<file path="config.mk">
export PLATFORM = sky130hd
export DESIGN_NAME = hazard_ctrl_flat
export DESIGN_NICKNAME = d
export VERILOG_FILES = /design/src/rtl/hazard_ctrl_if.sv /design/src/rtl/hazard_ctrl.sv /design/src/flat_wrapper.sv
export SDC_FILE = /design/constraint.sdc
export NUM_CORES = 1
export LEC_CHECK = 0
export CAP_MARGIN = 0
export CORE_ASPECT_RATIO = 0.75
export CORE_UTILIZATION = 41
export DETAILED_ROUTE_END_ITERATION = 12
export GPL_ROUTABILITY_DRIVEN = 0
export PLACE_DENSITY = 0.85
export SLEW_MARGIN = 30
export SYNTH_ARGS = -nofsm -noshare
export SYNTH_HDL_FRONTEND = slang
export SYNTH_SLANG_ARGS = --single-unit
</file>
<file path="constraint.sdc">
create_clock -name clk -period 4.9 [get_ports clk]
set_clock_uncertainty 0.2 [all_clocks]
set_input_delay 1.47 -clock clk [delete_from_list [all_inputs] [get_ports clk]]
set_output_delay 1.47 -clock clk [all_outputs]
set_load 0.01 [all_outputs]
</file>
<file path="src/rtl/hazard_ctrl_if.sv">
// Hazard controller bundle: pipeline control fields in, stall/flush/forward out.
// master is the pipeline datapath side, slave is the controller.
interface hazard_ctrl_if #(
    parameter int REG_W = 4,
    parameter int CNT_W = 16
);
    logic             id_valid;
    logic [REG_W-1:0] id_srcA;
    logic [REG_W-1:0] id_srcB;
    logic             id_useA;
    logic             id_useB;

    logic [REG_W-1:0] ex_destReg;
    logic             ex_wreg;
    logic             ex_rmem;
    logic             ex_wpc;
    logic             ex_jmp;
    logic             ex_taken;

    logic [REG_W-1:0] mem_destReg;
    logic             mem_wreg;
    logic             mem_rmem;
    logic             mem_wmem;
    logic             mem_ready;

    logic             stall_pc;
    logic             stall_ifid;
    logic             bubble_idex;
    logic             flush_ifid;
    logic             flush_idex;
    logic             freeze;
    logic [1:0]       fwdA;
    logic [1:0]       fwdB;
    logic [1:0]       state;
    logic [CNT_W-1:0] stall_cnt;

    modport master (
        output id_valid, id_srcA, id_srcB, id_useA, id_useB,
        output ex_destReg, ex_wreg, ex_rmem, ex_wpc, ex_jmp, ex_taken,
        output mem_destReg, mem_wreg, mem_rmem, mem_wmem, mem_ready,
        input  stall_pc, stall_ifid, bubble_idex, flush_ifid, flush_idex,
        input  freeze, fwdA, fwdB, state, stall_cnt
    );

    modport slave (
        input  id_valid, id_srcA, id_srcB, id_useA, id_useB,
        input  ex_destReg, ex_wreg, ex_rmem, ex_wpc, ex_jmp, ex_taken,
        input  mem_destReg, mem_wreg, mem_rmem, mem_wmem, mem_ready,
        output stall_pc, stall_ifid, bubble_idex, flush_ifid, flush_idex,
        output freeze, fwdA, fwdB, state, stall_cnt
    );
endinterface

</file>
<file path="src/rtl/hazard_ctrl.sv">
// Load-use stall, redirect flush, memory-wait freeze and EX forwarding
// control for the 5-stage pipeline.
module hazard_ctrl #(
    parameter int FETCH_LAT = 1,
    parameter int REG_W     = 4,
    parameter int CNT_W     = 16
) (
    input  logic         clk,
    input  logic         rst,
    hazard_ctrl_if.slave bus
);
    typedef enum logic [1:0] {
        RUN     = 2'd0,
        LDSTALL = 2'd1,
        FLUSH   = 2'd2,
        MEMWAIT = 2'd3
    } state_t;

    localparam bit         GO_FLUSH   = (FETCH_LAT > 1);
    localparam logic [2:0] FLUSH_INIT = 3'(FETCH_LAT - 1);

    state_t           st_q;
    logic [2:0]       fcnt_q;
    logic [1:0]       fwdA_q;
    logic [1:0]       fwdB_q;
    logic [CNT_W-1:0] cnt_q;

    logic   memwait;
    logic   redirect;
    logic   hitA;
    logic   hitB;
    logic   loaduse;
    logic   in_flush;
    logic   ld_stall;
    logic   stall;
    logic   [1:0] selA;
    logic   [1:0] selB;
    state_t st_rep;

    function automatic logic [1:0] fwd_sel(
        input logic [REG_W-1:0] src,
        input logic [REG_W-1:0] exd,
        input logic             exw,
        input logic             exr,
        input logic [REG_W-1:0] memd,
        input logic             memw
    );
        logic [1:0] s;
        s = 2'd0;
        if (exw && !exr && src == exd)
            s = 2'd1;
        else if (memw && src == memd)
            s = 2'd2;
        return s;
    endfunction

    always_comb begin
        memwait  = (bus.mem_rmem | bus.mem_wmem) & ~bus.mem_ready;
        redirect = bus.ex_wpc | (bus.ex_jmp & bus.ex_taken);
        hitA     = bus.id_useA & (bus.id_srcA == bus.ex_destReg);
        hitB     = bus.id_useB & (bus.id_srcB == bus.ex_destReg);
        loaduse  = bus.id_valid & bus.ex_rmem & bus.ex_wreg & (hitA | hitB);
        in_flush = (st_q == FLUSH);
        // Memwait masks everything; a redirect kills any pending load-use.
        ld_stall = ~memwait & ~redirect & ~in_flush & loaduse;
        stall    = memwait | ld_stall;

        selA = fwd_sel(bus.id_srcA, bus.ex_destReg, bus.ex_wreg,
                       bus.ex_rmem, bus.mem_destReg, bus.mem_wreg);
        selB = fwd_sel(bus.id_srcB, bus.ex_destReg, bus.ex_wreg,
                       bus.ex_rmem, bus.mem_destReg, bus.mem_wreg);

        st_rep = RUN;
        unique case (1'b1)
            memwait:              st_rep = MEMWAIT;
            (~memwait & in_flush): st_rep = FLUSH;
            ld_stall:             st_rep = LDSTALL;
            default:              st_rep = RUN;
        endcase

        bus.freeze      = memwait;
        bus.stall_pc    = stall;
        bus.stall_ifid  = ld_stall;
        bus.bubble_idex = ld_stall;
        bus.flush_idex  = ~memwait & redirect;
        bus.flush_ifid  = ~memwait & (redirect | in_flush);
        bus.fwdA        = fwdA_q;
        bus.fwdB        = fwdB_q;
        bus.state       = st_rep;
        bus.stall_cnt   = cnt_q;
    end

    always_ff @(posedge clk) begin
        if (!rst) begin
            st_q   <= RUN;
            fcnt_q <= 3'd0;
            fwdA_q <= 2'd0;
            fwdB_q <= 2'd0;
            cnt_q  <= '0;
        end else begin
            if (stall && cnt_q != '1)
                cnt_q <= cnt_q + CNT_W'(1);
            if (!memwait) begin
                if (redirect) begin
                    fwdA_q <= 2'd0;
                    fwdB_q <= 2'd0;
                    if (GO_FLUSH) begin
                        st_q   <= FLUSH;
                        fcnt_q <= FLUSH_INIT;
                    end else begin
                        st_q   <= RUN;
                        fcnt_q <= 3'd0;
                    end
                end else if (in_flush) begin
                    fcnt_q <= fcnt_q - 3'd1;
                    if (fcnt_q == 3'd1)
                        st_q <= RUN;
                    fwdA_q <= selA;
                    fwdB_q <= selB;
                end else if (ld_stall) begin
                    fwdA_q <= 2'd0;
                    fwdB_q <= 2'd0;
                end else begin
                    fwdA_q <= selA;
                    fwdB_q <= selB;
                end
            end
        end
    end
endmodule
</file>
<file path="src/flat_wrapper.sv">
// flat-port wrapper written by rule: the top's interface ports become plain ports
module hazard_ctrl_flat 
#(
    parameter int FETCH_LAT = 1,
    parameter int REG_W     = 4,
    parameter int CNT_W     = 16
)
  (clk, rst, bus_id_valid, bus_id_srcA, bus_id_srcB, bus_id_useA, bus_id_useB, bus_ex_destReg, bus_ex_wreg, bus_ex_rmem, bus_ex_wpc, bus_ex_jmp, bus_ex_taken, bus_mem_destReg, bus_mem_wreg, bus_mem_rmem, bus_mem_wmem, bus_mem_ready, bus_stall_pc, bus_stall_ifid, bus_bubble_idex, bus_flush_ifid, bus_flush_idex, bus_freeze, bus_fwdA, bus_fwdB, bus_state, bus_stall_cnt);
  hazard_ctrl_if #(.REG_W(REG_W), .CNT_W(CNT_W)) bus_i ();
  input  logic clk;
  input  logic rst;
  input wire logic [$bits(bus_i.id_valid)-1:0] bus_id_valid;
  input wire logic [$bits(bus_i.id_srcA)-1:0] bus_id_srcA;
  input wire logic [$bits(bus_i.id_srcB)-1:0] bus_id_srcB;
  input wire logic [$bits(bus_i.id_useA)-1:0] bus_id_useA;
  input wire logic [$bits(bus_i.id_useB)-1:0] bus_id_useB;
  input wire logic [$bits(bus_i.ex_destReg)-1:0] bus_ex_destReg;
  input wire logic [$bits(bus_i.ex_wreg)-1:0] bus_ex_wreg;
  input wire logic [$bits(bus_i.ex_rmem)-1:0] bus_ex_rmem;
  input wire logic [$bits(bus_i.ex_wpc)-1:0] bus_ex_wpc;
  input wire logic [$bits(bus_i.ex_jmp)-1:0] bus_ex_jmp;
  input wire logic [$bits(bus_i.ex_taken)-1:0] bus_ex_taken;
  input wire logic [$bits(bus_i.mem_destReg)-1:0] bus_mem_destReg;
  input wire logic [$bits(bus_i.mem_wreg)-1:0] bus_mem_wreg;
  input wire logic [$bits(bus_i.mem_rmem)-1:0] bus_mem_rmem;
  input wire logic [$bits(bus_i.mem_wmem)-1:0] bus_mem_wmem;
  input wire logic [$bits(bus_i.mem_ready)-1:0] bus_mem_ready;
  output wire logic [$bits(bus_i.stall_pc)-1:0] bus_stall_pc;
  output wire logic [$bits(bus_i.stall_ifid)-1:0] bus_stall_ifid;
  output wire logic [$bits(bus_i.bubble_idex)-1:0] bus_bubble_idex;
  output wire logic [$bits(bus_i.flush_ifid)-1:0] bus_flush_ifid;
  output wire logic [$bits(bus_i.flush_idex)-1:0] bus_flush_idex;
  output wire logic [$bits(bus_i.freeze)-1:0] bus_freeze;
  output wire logic [$bits(bus_i.fwdA)-1:0] bus_fwdA;
  output wire logic [$bits(bus_i.fwdB)-1:0] bus_fwdB;
  output wire logic [$bits(bus_i.state)-1:0] bus_state;
  output wire logic [$bits(bus_i.stall_cnt)-1:0] bus_stall_cnt;
  assign bus_i.id_valid = bus_id_valid;
  assign bus_i.id_srcA = bus_id_srcA;
  assign bus_i.id_srcB = bus_id_srcB;
  assign bus_i.id_useA = bus_id_useA;
  assign bus_i.id_useB = bus_id_useB;
  assign bus_i.ex_destReg = bus_ex_destReg;
  assign bus_i.ex_wreg = bus_ex_wreg;
  assign bus_i.ex_rmem = bus_ex_rmem;
  assign bus_i.ex_wpc = bus_ex_wpc;
  assign bus_i.ex_jmp = bus_ex_jmp;
  assign bus_i.ex_taken = bus_ex_taken;
  assign bus_i.mem_destReg = bus_mem_destReg;
  assign bus_i.mem_wreg = bus_mem_wreg;
  assign bus_i.mem_rmem = bus_mem_rmem;
  assign bus_i.mem_wmem = bus_mem_wmem;
  assign bus_i.mem_ready = bus_mem_ready;
  assign bus_stall_pc = bus_i.stall_pc;
  assign bus_stall_ifid = bus_i.stall_ifid;
  assign bus_bubble_idex = bus_i.bubble_idex;
  assign bus_flush_ifid = bus_i.flush_ifid;
  assign bus_flush_idex = bus_i.flush_idex;
  assign bus_freeze = bus_i.freeze;
  assign bus_fwdA = bus_i.fwdA;
  assign bus_fwdB = bus_i.fwdB;
  assign bus_state = bus_i.state;
  assign bus_stall_cnt = bus_i.stall_cnt;
  hazard_ctrl #(.FETCH_LAT(FETCH_LAT), .REG_W(REG_W), .CNT_W(CNT_W)) u_core (.clk(clk), .rst(rst), .bus(bus_i));
endmodule
</file>
### Yosys cells after proc, flatten, opt, wreduce, memory -nomap -nowiden

Index checks and enable logic that the tools add are counted.

* $add $sub $neg: 2
* equality and inequality tests: 7
* muxes and demuxes: 16
* bitwise gates (word level): 22
* reductions and logical operators: 11

Operators by type and width (number)
* 2-to-1 mux 2 bit: 13
* adder 16 x 1 -> 16 bit (second input constant): 1
* equality test 4 bit: 4
* != test 16 bit (second input constant): 1
* AND 1 bit: 13
* logical AND 1 bit: 6
* 2-to-1 mux 3 bit: 2
* case mux 2 bit (3 select lines): 1
* OR 1 bit: 5
* inverter 1 bit: 4
* nonzero test 2 bit: 2
* equality test 3 x 1 -> 1 bit (second input constant): 1
* AND reduction 3 bit: 1
* subtractor 3 x 1 -> 3 bit (second input constant): 1
* equality test 2 bit (second input constant): 1
* AND reduction 2 bit: 1
* zero test 1 bit: 1

* bits in registers: 25
* output and inout bits: 28
* logic and storage cells: 63

### Logic depth before layout (Yosys ltp)

Gate-level depths: netlist (run 1).

* depth in word-level cells: 9
* depth in mapped cells: 8
* mapped depth without buffers: 6

### Least setup slack after synthesis (run 1)

No wires, ideal clock.

* path type: input port to output port
* start point: input bus_ex_jmp
* end point: output bus_state[0]
* arrival: 2896 ps
* setup slack: 334 ps
* stages: 8
* path through: a21oi_1 -> nand2_2 -> o32a_1 -> and2_4 -> buf_6 -> clkbuf_1 -> inv_1 -> buf_4

* longest elaborated chain between the ends: 7

Ends and longest elaborated chain
* from (decl): line flat_wrapper.sv:21 `input wire logic [$bits(bus_i.ex_jmp)-1:0] bus_ex_jmp;`
* AND 1 bit: line hazard_ctrl.sv:59 `redirect = bus.ex_wpc | (bus.ex_jmp & bus.ex_taken);`
* OR 1 bit: line hazard_ctrl.sv:59
* inverter 1 bit: line hazard_ctrl.sv:65 `ld_stall = ~memwait & ~redirect & ~in_flush & loaduse;`
* AND 1 bit (3 in a row): line hazard_ctrl.sv:65
* case mux 2 bit (3 select lines): line hazard_ctrl.sv:74 `unique case (1'b1)`
* to (decl): line flat_wrapper.sv:36 `output wire logic [$bits(bus_i.state)-1:0] bus_state;`

Every way passes these cells.

### Final worst setup path (run 1)

* start point: input bus_ex_destReg[0]
* end point: output bus_stall_ifid

* longest elaborated chain between the ends: 5

Ends and longest elaborated chain
* from (decl): line flat_wrapper.sv:17 `input wire logic [$bits(bus_i.ex_destReg)-1:0] bus_ex_destReg;`
* equality test 4 bit, on equally long branches: line hazard_ctrl.sv:60, hazard_ctrl.sv:61
* AND 1 bit, on equally long branches: line hazard_ctrl.sv:60, hazard_ctrl.sv:61
* OR 1 bit *: line hazard_ctrl.sv:62 `loaduse = bus.id_valid & bus.ex_rmem & bus.ex_wreg & (hitA | hitB);`
* AND 1 bit *: line hazard_ctrl.sv:62
* AND 1 bit *: line hazard_ctrl.sv:65
* to (decl): line flat_wrapper.sv:29 `output wire logic [$bits(bus_i.stall_ifid)-1:0] bus_stall_ifid;`

Every way passes the cells marked *; elsewhere a longest branch is shown, timed or not.

==> results of run 1 <==
stage by stage:
stage / util [%] / total power [mW]
after detailed placement: 66.8 / 0.260
after global routing: 69.7 / 0.443
after floorplan: - / 0.205
after CTS: 69.1 / 0.424
after global placement: 66.8 / 0.256
final: 69.7 / 0.423
synthesized netlist by cell type (2+ instances only):
cell and count:
buf_4 4, inv_1 4, dfxtp_1 20, nor3_1 3, or4_1 5, nand2_1 17, nand3_1 8, and2_1 3
o21ai_0 5, mux2i_1 6, nand4_1 8, xnor2_1 8, nand2b_1 7, nor4_1 2, a21oi_1 3, and3_1 5
xor2_1 9, o31ai_1 7, nor2_1 3, clkbuf_1 3, or3_1 2, nor2b_1 2, a21boi_1 7
state kept, by name (all words and copies together) (netlist names):
name,cells
u_core.bus.stall_cnt,16
u_core.bus.fwdA,2
u_core.bus.fwdB,2
where the power goes:
group	leakage [nW]	switching (mW)	internal, mW	total, mW
sequential	0.161	0.00278	0.164	0.167
clock	0.0357	0.0566	0.109	0.166
combinational	0.626	0.0375	0.0525	0.0901
total	0.823	0.0969	0.326	0.423
layout by cell type (no fill, tap or decap), drive strengths merged:
cell type / n
clkbuf: 3
inv: 4
and2: 4
o22a: 1
or3: 2
xnor2: 8
nor3: 3
dlymetal6s2s: 2
dlygate4sd2: 4
and4: 1
ha: 1
o32a: 1
nand4: 8
nor2b: 2
nand2: 18
a21boi: 7
o311a: 1
xor2: 9
nand4bb: 1
clkdlybuf4s50: 51
bufinv: 1
o31ai: 7
o21bai: 2
dfxtp: 20
or4: 5
nand3: 8
and3: 5
nor2: 3
nor4: 2
o21ai: 5
nand2b: 7
buf: 18
a21oi: 4
mux2i: 6
worst max-delay path: cells and delay by family:
kind / cells / cell delay (ns)
buffers and inverters: 3 / 1.00
and+or+nand+nor: 2 / 0.36
AOI/OAI and AO/OA: 1 / 0.20
xor gates and xnor gates: 1 / 0.13
area by class of cell:
class | count | area [sq um]
Timing Repair Buffer | 75 | 706
Sequential cell | 20 | 400
Multi-Input combinational cell | 121 | 820
Clock buffer | 3 | 41.3
Inverter | 4 | 15.0
Clock inverter | 1 | 30.0
Fill cell | 218 | 897
Tap cell | 38 | 47.5
repair_timing:
| action | CTS | global route |
|---|---|---|
| pin swaps | 3 | 3 |
| setup buffers | 0 | 0 |
| resized for setup | 4 | 4 |
| setup endpoints to repair | 4 | 4 |
how the worst max path moves through the flow:
stage	cells after the start	slack (ns)	endpoint	from
floorplan	8	0.33	bus_state[0]	bus_ex_jmp
global placement	7	-0.18	bus_bubble_idex	bus_ex_destReg[3]
detailed placement	7	-0.27	bus_stall_ifid	bus_ex_destReg[1]
CTS	7	0.01	bus_state[0]	bus_id_srcA[1]
global route	7	0.01	bus_bubble_idex	bus_ex_destReg[0]
finish	7	0.08	bus_stall_ifid	bus_ex_destReg[0]
routing by layer:
layer	vias to the layer above	global-route usage, %
li1	696	-
met1	676	30.1
met2	53	35.4
met3	14	6.14
met4	0	9.57
met5	-	0
cell families after synthesis:
logic type | count (synthesis) | synth area share (%)
buffers and inverters | 12 | 5.30
AOI/OAI and AO/OA | 28 | 15.8
muxes | 6 | 4.71
DFF | 20 | 31.4
adders and majority gates | 1 | 0.981
xor gates and xnor gates | 17 | 11.7
and+or+nand+nor | 69 | 30.1
==> results.cfg, run 1 <==
[power]
vdd_drop_max_mv = 0.193
power_density_mw_per_mm2 = 205
cellLeakagePower_nw = 0.823

[min_path]
min-delay-start = u_core.bus.stall_cnt[10]$_SDFFE_PN0P_
min_path_type = reg2reg
min_path_cells = 2
hold_end = u_core.bus.stall_cnt[10]$_SDFFE_PN0P_

[global_routing]
antenna_found_initial = 0
grt_first_pass_wirelength_microns = 5810
grt_max_degree = 28
grt_usage_pct = 23.0
grt-ovfl-total = 0
grt_pass1_vias = 1246

[routing]
vias = 1439
dr.max_layer_used = met4
met1_length_microns = 1620
route.detailed.drc = 0
wl_met2_microns = 1880
wl_per_cell_microns = 14.6
drtIter0Drc = 76
vias_per_cell = 5.49
wl_met3_microns = 195
totalWireLength_microns = 3810
drt_first_pass_iters = 4
antenna_left = 0

[critical_path]
critPathRequiredTime_ns = 3.23
worst_setup_path_start_kind = input pin
ff2ff_setup_slack_ns = 2.83
criticalPathCategory = in2out
timing.rr.end = u_core.bus.stall_cnt[3]$_SDFFE_PN0P_
rr_worst_depth = 6
crit_path_cell_trace = clkdlybuf4s50_1 -> xnor2_1 -> nand4_1 -> buf_4 -> o22a_1 -> nor3_2 -> dlygate4sd2_1
cp_max_fo = 3
cp_slowest_stage_delay_ns = 0.53
slowest_stage = clkdlybuf4s50_1
worst_ep_arrival_time_ns = 3.15
reg2reg_from = u_core.bus.stall_cnt[0]$_SDFFE_PN0P_
cp-end-kind = output pin

[clock_tree]
cts_num_sinks = 20
clkLatencyLatePin_ns = 0.26
cts_root_buf = clkbuf_8
cts_tree = built
cts_max_path_buffers = 2
postCtsHoldBufs = 0
cts-htree-levels = 1
cts_made_buffers = 3
clk_pin_slew_ns = 0.08

[synthesis]
yosys_warnings = 0
synth_top_area_cell = dfxtp_1
syn_area_per_cell_sq_um = 8.33
async_flop_share_pct = 0
synth_area_sq_mm = 0.00127
synth_top_area_share_pct = 31.4
synth-edff-count = 0
ys_ff_latch = 20
seq_area_frac_synth_pct = 31.4
synth_flop_cell = dfxtp_1
synth.distinct_cells = 35
yosys-top-cells-area = dfxtp_1 31%, xor2_1 6.2%, xnor2_1 5.5%
synth_fp_nets = 184
syn_inst = 153

[run]
drv_cap = 0

[place]
placed_cell_area_sq_mm = 0.00198
numPortBuffers = 57
post-place-cells = 258
dp_hpwl_microns = 3020
dp_slack_ns = -0.273

[sta]
period_needed_ns = 4.82
holdWs_ns = 0.303
fin_crit_sh_pct = 98.4
tightestPinTransition_ns = 0.823
rsz0062_at_grt = no
setup_ws_ns = 0.0770
drv_slew = 0
hold_viol_final = 0
setup_violations = 0
timing.fmax_ghz = 0.207
slew_headroom_pct = 45.0
tns_ns = 0

[floorplan]
die_area_sq_mm = 0.00334
ios = 58
num_rows = 17
floorplan.initialDensity_pct = 43.1
coreArea_sq_mm = 0.00296
fp.dieW_microns = 66.4
die_h_microns = 50.3

[cells_and_area]
final_nets = 256
final_area_sq_mm = 0.00206
layoutNonFillerInstCount = 262
layout-drive-gt1-share_pct = 12.5
diodes = 0
area_delta_synth_final_pct = 61.5

[outcome]
status = finished, final reports clean
No activity file was read; power rests on OpenSTA's default activity.
==> inputs of run 2 (changes only) <==
--- a/config.mk
+++ b/config.mk
@@ -6,11 +6,11 @@
 export NUM_CORES = 1
 export LEC_CHECK = 0
 export CAP_MARGIN = 0
-export CORE_ASPECT_RATIO = 0.75
-export CORE_UTILIZATION = 41
+export CORE_ASPECT_RATIO = 0.7
+export CORE_UTILIZATION = 37
 export DETAILED_ROUTE_END_ITERATION = 12
 export GPL_ROUTABILITY_DRIVEN = 0
-export PLACE_DENSITY = 0.85
+export PLACE_DENSITY = 0.82
 export SLEW_MARGIN = 30
 export SYNTH_ARGS = -nofsm -noshare
 export SYNTH_HDL_FRONTEND = slang
==> constraint.sdc (replaced) <==
create_clock -name clk -period 4 [get_ports clk]
set_clock_uncertainty 0.2 [all_clocks]
set_input_delay 0.8 -clock clk [delete_from_list [all_inputs] [get_ports clk]]
set_output_delay 0.8 -clock clk [all_outputs]
set_load 0.01 [all_outputs]
==> run 2 against run 1 <==
Cell area is 7.0% lower. Count of clock-buffer cells in the layout is 1 higher. Wire length is 12% lower. Register-to-register slack worse by 0.84 ns. Total power is 6.9% higher. Core utilization is 10 points lower. Sequential power is 23% higher.
==> results.cfg, run 2 (synthesized netlist as in run 1, its figures left out) <==
[place]
numPortBuffers = 57
dp_hpwl_microns = 2650

[cells_and_area]
largest_register_ffs = 16
area_delta_synth_final_pct = 50.1
layout-drive-gt1-share_pct = 4.35
final-seq-area_sq_um = 400
diodes = 0
layout.cells.most_common = clkdlybuf4s50_1
fillers = 279
multi_input_area_sq_um = 807
final_nets = 239
final_cell_mix = 57 x clkdlybuf4s50_1, 20 x dfxtp_1, 17 x nand2_1, 9 x xor2_1

[floorplan]
fp.dieW_microns = 72.2
num_rows = 17
coreArea_sq_mm = 0.00321
die_h_microns = 51.1
ios = 58
floorplan.initialDensity_pct = 39.7
die_area_sq_mm = 0.00369

[global_routing]
grt_usage_pct = 17.9
antenna_found_initial = 0
grt_first_pass_wirelength_microns = 5130
grt-ovfl-total = 0
grt_max_degree = 28
grt_pass1_vias = 1101

[clock_tree]
cts_tree = built
postCtsHoldBufs = 0
clk_pin_slew_ns = 0.07
cts-htree-levels = 1
cts_made_buffers = 3
cts_setup_buffers = 0
cts_max_path_buffers = 2
cts_root_buf = clkbuf_8
clkLatencyLatePin_ns = 0.25
ctsResizeCount = 0
cts_num_sinks = 20

[power]
cellLeakagePower_nw = 0.698
p_total_uw = 452
vdd_drop_max_mv = 0.165
power_density_mw_per_mm2 = 236

[critical_path]
rr_worst_depth = 6
timing.rr.end = u_core.bus.stall_cnt[5]$_SDFFE_PN0P_
critPathRequiredTime_ns = 3.00
worst_ep_arrival_time_ns = 2.89
worst_setup_path_start_kind = input pin
reg2reg_from = u_core.bus.stall_cnt[0]$_SDFFE_PN0P_
cp-end-kind = output pin
crit_path_start = bus_ex_destReg[0]
crit_path_end = bus_stall_pc
criticalPathCategory = in2out
cp_max_fo = 4
ff2ff_setup_slack_ns = 1.99

[routing]
drt_first_pass_iters = 4
vias_per_cell = 5.24
totalWireLength_microns = 3340
wl_per_cell_microns = 13.2
vias = 1330
drtIter0Drc = 81
route.detailed.drc = 0
antenna_left = 0

[sta]
tns_ns = 0
setup_violations = 0
fin_crit_sh_pct = 97.2
drv_slew = 0
hold_viol_final = 0
rsz0062_at_grt = no
period_needed_ns = 3.89
tightestPinTransition_ns = 0.871
timing.fmax_ghz = 0.257
slew_headroom_pct = 41.8

[min_path]
min_path_type = reg2reg
min-delay-start = u_core.bus.stall_cnt[4]$_SDFFE_PN0P_

[outcome]
status = finished, final reports clean

[run]
drv_cap = 0
-- run 2: cell types whose count changed in the layout (fill, tap and decap cells not counted), sizes merged --
cell           delta
buf              -17
clkbuf            +1
clkdlybuf4s50     +6
bufinv            -1
dlygate4sd2       -4
dlymetal6s2s      -2
-- run 2: cell type report --
cell class,instances,share of cell area (%)
Multi-Input combinational cell,121,42.2
Timing Repair Buffer,58,30.2
Sequential cell,20,20.9
Tap cell,47,3.07
Clock buffer,4,2.88
Inverter,4,0.784
-- run 2: how the worst min path moves through the flow --
stage / endpoint / cells after the start
floorplan: u_core.bus.stall_cnt[4]$_SDFFE_PN0P_ / 2
global placement: u_core.bus.stall_cnt[4]$_SDFFE_PN0P_ / 2
detailed placement: u_core.bus.stall_cnt[4]$_SDFFE_PN0P_ / 2
CTS: u_core.bus.stall_cnt[4]$_SDFFE_PN0P_ / 2
global route: u_core.bus.stall_cnt[4]$_SDFFE_PN0P_ / 2
finish: u_core.bus.stall_cnt[4]$_SDFFE_PN0P_ / 2
-- run 2: stage by stage --
| step | cell area [sq um] | setup WS [ns] | hold WS [ns] | utilization, % | cells |
|---|---|---|---|---|---|
| floorplan | 1270 | 0.774 | 0.298 | - | 153 |
| global placement | 1860 | 0.145 | 0.276 | 57.9 | 250 |
| detailed placement | 1860 | 0.126 | 0.278 | 57.9 | 250 |
| CTS | 1910 | 0.122 | 0.290 | 59.6 | 254 |
| global route | 1910 | 0.0137 | 0.307 | 59.6 | 254 |
| finish | 1910 | 0.113 | 0.288 | 59.6 | 254 |
-- run 2: report_power, final --
group / internal [mW] / switching [mW]
sequential: 0.201 / 0.00342
combinational: 0.0545 / 0.0408
clock: 0.0875 / 0.0643
-- run 2: worst max-delay path: stages --
cell and delay (ns):
clkdlybuf4s50_1 0.53, xnor2_1 0.14, nand4_1 0.20, o32a_1 0.43, and2_4 0.17, inv_1 0.08, clkdlybuf4s50_1 0.53
-- run 2: layer usage --
metal  up-vias  wire length [microns]  GRT usage, %
met1       610                   1670          27.1
met3         2                    269          3.55
li1        660                      -             -
met5         -                      0             0
met4         0                     12          2.94
met2        58                   1390          26.0
